### config.mk
export PLATFORM = sky130hd
export DESIGN_NAME = cluster_link_formatter
export DESIGN_NICKNAME = d
export VERILOG_FILES = /design/src/rtl/cluster_link_formatter.sv
export SDC_FILE = /design/constraint.sdc
export NUM_CORES = 2
export LEC_CHECK = 0
export ABC_AREA = 1
export CAP_MARGIN = 20
export CORE_MARGIN = 2
export CORE_UTILIZATION = 38
export DETAILED_ROUTE_END_ITERATION = 10
export SLEW_MARGIN = 20
export SYNTH_ARGS = -nofsm -noshare
export SYNTH_HDL_FRONTEND = slang
export SYNTH_SLANG_ARGS = --single-unit
export TNS_END_PERCENT = 20
### constraint.sdc
create_clock -name clock4x -period 20.1 [get_ports clock4x]
set_input_delay 4.02 -clock clock4x [delete_from_list [all_inputs] [get_ports clock4x]]
set_output_delay 4.02 -clock clock4x [all_outputs]
set_load 0.01 [all_outputs]
### src/rtl/cluster_link_formatter.sv
// Cluster link formatter: captures the valid packed clusters of each BX into a multi-write FIFO
// and drains them as a 4-word-per-BX link stream (one marker slot, three cluster slots).
module cluster_link_formatter #(
  parameter int DEPTH = 16,
  parameter int AW    = 4
) (
  input  logic          clock4x,
  input  logic          global_reset_n,
  input  logic          bx_strobe,
  input  logic          bc0,
  input  logic [13:0]   cluster0,
  input  logic [13:0]   cluster1,
  input  logic [13:0]   cluster2,
  input  logic [13:0]   cluster3,
  input  logic [13:0]   cluster4,
  input  logic [13:0]   cluster5,
  input  logic [13:0]   cluster6,
  input  logic [13:0]   cluster7,
  output logic [15:0]   out_word,
  output logic [AW:0]   fifo_count,
  output logic [15:0]   overflow_cnt,
  output logic          misalign
);

  localparam logic [10:0] ADDR_LIMIT = 11'd1536;

  logic [13:0]   clus [8];
  logic [13:0]   mem [DEPTH];
  logic [AW-1:0] wr_ptr;
  logic [AW-1:0] rd_ptr;
  logic [1:0]    phase;
  logic [11:0]   bxn;

  logic [7:0]    accept;
  logic [3:0]    rank [8];
  logic [3:0]    n_valid;
  logic [3:0]    n_push;
  logic [3:0]    n_drop;
  logic [AW:0]   free_slots;
  logic          marker_edge;
  logic          pop;
  logic [11:0]   marker_bxn;
  logic [16:0]   ovf_sum;

  assign clus[0] = cluster0;
  assign clus[1] = cluster1;
  assign clus[2] = cluster2;
  assign clus[3] = cluster3;
  assign clus[4] = cluster4;
  assign clus[5] = cluster5;
  assign clus[6] = cluster6;
  assign clus[7] = cluster7;

  // rank[i] is the FIFO offset cluster i lands at; valid clusters past the free space are dropped.
  always_comb begin
    n_valid    = '0;
    n_push     = '0;
    accept     = '0;
    free_slots = (AW+1)'(DEPTH) - fifo_count;
    for (int i = 0; i < 8; i++) begin
      rank[i] = n_valid;
      if (clus[i][10:0] < ADDR_LIMIT) begin
        if (32'(n_valid) < 32'(free_slots)) begin
          accept[i] = 1'b1;
          n_push    = n_push + 4'd1;
        end
        n_valid = n_valid + 4'd1;
      end
    end
    n_drop = n_valid - n_push;
  end

  assign marker_edge = bx_strobe || (phase == 2'd3);
  assign pop         = !marker_edge && (fifo_count != '0);
  assign marker_bxn  = (bx_strobe && bc0) ? 12'd0 : bxn;
  assign ovf_sum     = {1'b0, overflow_cnt} + 17'(n_drop);

  always_ff @(posedge clock4x or negedge global_reset_n) begin
    if (!global_reset_n) begin
      phase        <= 2'd3;
      bxn          <= '0;
      out_word     <= '0;
      wr_ptr       <= '0;
      rd_ptr       <= '0;
      fifo_count   <= '0;
      overflow_cnt <= '0;
      misalign     <= 1'b0;
    end else begin
      phase <= bx_strobe ? 2'd0 : phase + 2'd1;
      if (bx_strobe && phase != 2'd3) misalign <= 1'b1;

      if (marker_edge) begin
        out_word <= {2'b10, (bx_strobe && n_drop != 4'd0), 1'b0, marker_bxn};
        bxn      <= marker_bxn + 12'd1;
      end else if (pop) begin
        out_word   <= {2'b01, mem[rd_ptr]};
        rd_ptr     <= rd_ptr + AW'(1);
        fifo_count <= fifo_count - (AW+1)'(1);
      end else begin
        out_word <= '0;
      end

      // Pushes only happen on strobe edges, which are always marker edges, so never with a pop.
      if (bx_strobe) begin
        wr_ptr       <= wr_ptr + AW'(n_push);
        fifo_count   <= fifo_count + (AW+1)'(n_push);
        overflow_cnt <= ovf_sum[16] ? 16'hFFFF : ovf_sum[15:0];
      end
    end
  end

  always_ff @(posedge clock4x) begin
    if (bx_strobe) begin
      for (int i = 0; i < 8; i++) begin
        if (accept[i]) mem[wr_ptr + AW'(rank[i])] <= clus[i];
      end
    end
  end

endmodule

==> reports/qor.txt <==
Slew Limit Fails: 0
Synth Register Bits: 284
Io pins: 154
Multi-input logic area: 18780 sq um
Worst Path Buf+Inv: 9
RSZ-0062 raised after global routing: no
CTS tree: built
Crit. End Element: flip-flop
CTS resizes: 0
Drt via density: 6.488
Clock skew: 16.03 ps
CP peak stage delay: 860 ps
FP Rows: 103
Worst Slack Setup Final: 8059 ps
Most frequent cells after synthesis: o21ai_0, nand2_1, nor2_1, o211ai_1, clkbuf_1
Area delta synth->final: 9.962%
Util after Layout: 42.01%
Most used DFF post-synth: edfxtp_1
Via count: 36190
Hold_buf cts: 0
Fmax: 0.08305 GHz
# Post-CTS Setup Buffers: 0
Hold WS: 482.1 ps
Yosys Warn Count: 0
Relative slew slack: 15.41%
First-pass DRT Iterations: 8
Final period util: 59.91%
Max capacitance violation total: 0
Mapped Cells: 4609
Net count after synthesis: 4800
Worst Reg-to-Reg Cells: 51
Sequential area share after synthesis: 27.45%
Fillers: 8335
Worst vdd ir: 171.4 uV
Hold Crit Class: reg2reg
Post-synth cell types: 63
Worst Hold Depth: 1
Slowest CP cell: clkdlybuf4s50_1
GRT Util Overall: 41.06%
Nets: 4699
Number of setup violations in the final report: 0
Die ar.: 81160 sq um
Vias in the first global route: 31690
PD cells: 203.1 nW/um^2
Top delay family on crit path: adder cells
CP Max Fanout: 12
Clock sink count: 284
Setup slack at placement: 7672 ps
Initial antenna violation count: 4
Count leader, synth: o21ai_0
EDFF count, synth: 224
CTS Buf Count: 25
WP data required: 20550 ps
Register area: 8234 sq um
Syn avg cell area: 6.505 sq um
Crit path time final: 12040 ps
Worst-margin pin slew: 1237 ps
Initial core utilization: 38.20%
GP Congestion: 1.119
Aggregate negative setup slack: 0 ps
Die X: 284.9 um
Global-route wire length before repair: 239800 um
Clock buffer depth: 3
Critical path class: in2reg
Status: complete, no violations
Clk Latency, worst-skew pair: 540 ps
Crit. path cell count: 46
Die height: 284.9 um
Share of cells above drive strength 1: 5.282%
Top cells by area, synth: edfxtp_1, o21ai_0, nand2_1
Pin count of the biggest net entering global routing: 93
Cell Area, Synth: 29980 sq um
WP data arrival: 12500 ps
DRT iter0 DRCs: 6525
Clk pin slew, worst setup/hold paths: 70 ps
Leakage: 12.22 nW
Placeable Area: 78480 sq um
Share of the synthesized area in the top cell type: 22.44%
Number of port buffers: 153
Clk root buf: clkbuf_16
Overall power: 6.696 mW
Post-synth top area cell: edfxtp_1
Routed WL: 174000 um
WL/cell: 31.19 um
Total congestion overflow: 0
HPWL Detailed: 136000 um
DRT antenna net count: 0
Startpoint types: primary input
H-tree depth: 1
Residual DRC: 0
Flop-to-flop setup slack: 11370 ps
Async SR Flop Fraction: 21.13%
Final Hold Viols: 0
==> cells in the final DEF (no fill, tap or decap), types with 23 or more instances in the layout <==
cell type and instances:
o221ai_1 54, edfxtp_1 224, nor3_1 31, nand2_1 861
a21oi_1 270, buf_4 116, inv_1 312, xor2_1 30
nand4_1 28, clkinv_1 34, ha_1 65, nor2_1 369
o21ai_0 981, dfrtp_1 57, inv_2 25, a31oi_1 57
nand3_1 149, o211ai_1 347, clkdlybuf4s50_1 152, a22oi_1 23
clkbuf_16 25, a211oi_1 26, o22ai_1 44, o21ai_1 96
==> logic make-up after synthesis <==
logic type | Yosys count | share of synthesized area, %
compound gates | 1941 | 37.33
xor+xnor | 45 | 1.402
fa+ha+maj | 75 | 3.380
buf+inv | 768 | 10.03
flops | 284 | 27.45
mux | 1 | 0.03339
other cells | 1 | 0.01251
simple gates | 1494 | 20.36
==> routing by layer <==
layer,GRT usage (%),up-vias,wire length (um)
li1,-,16120,-
met2,57.84,2976,68800
met4,25.07,0,13150
met1,56.46,16530,69060
met5,0,-,0
met3,9.824,564,22980
==> where the power goes <==
group,total (mW),switching [mW],internal (mW)
clock network,0.506,0.223,0.283
registers,1.34,0.126,1.21
logic,4.85,3.48,1.37
==> stage by stage <==
| step | instance area, sq um | instances |
|---|---|---|
| 6_report | 32970 | 5578 |
| 3_5_place_dp | 32110 | 5531 |
| 2_1_floorplan | 29980 | 4609 |
| 3_3_place_gp | 32110 | 5531 |
| 5_1_grt | 32960 | 5575 |
| 4_1_cts | 32960 | 5575 |
==> path summary, 6_finish.rpt <==
path	from	to
setup / recovery	cluster0[9]	overflow_cnt[14]
hold / removal	misalign	misalign
setup reg to reg	fifo_count[0]	overflow_cnt[14]
hold reg to reg	misalign	misalign
max in group asynchronous	global_reset_n	rd_ptr[0]
min in group asynchronous	global_reset_n	misalign
==> cell type report <==
class	instances	share of cell area, %
diodes	3	0.02277
repair buffers	269	7.272
flip-flops and latches	284	24.98
clock buffers	28	1.932
inverters	371	4.232
well taps	1050	3.985
multi-input cells	3557	56.96
clock inverters	16	0.6224
==> registers in the layout, summed over array words and instances (netlist names) <==
signal        count
wr_ptr            4
misalign          1
overflow_cnt     16
phase             2
bxn              12
mem             224
fifo_count        5
out_word         16
rd_ptr            4
No activity file was read; power rests on OpenSTA's default activity.
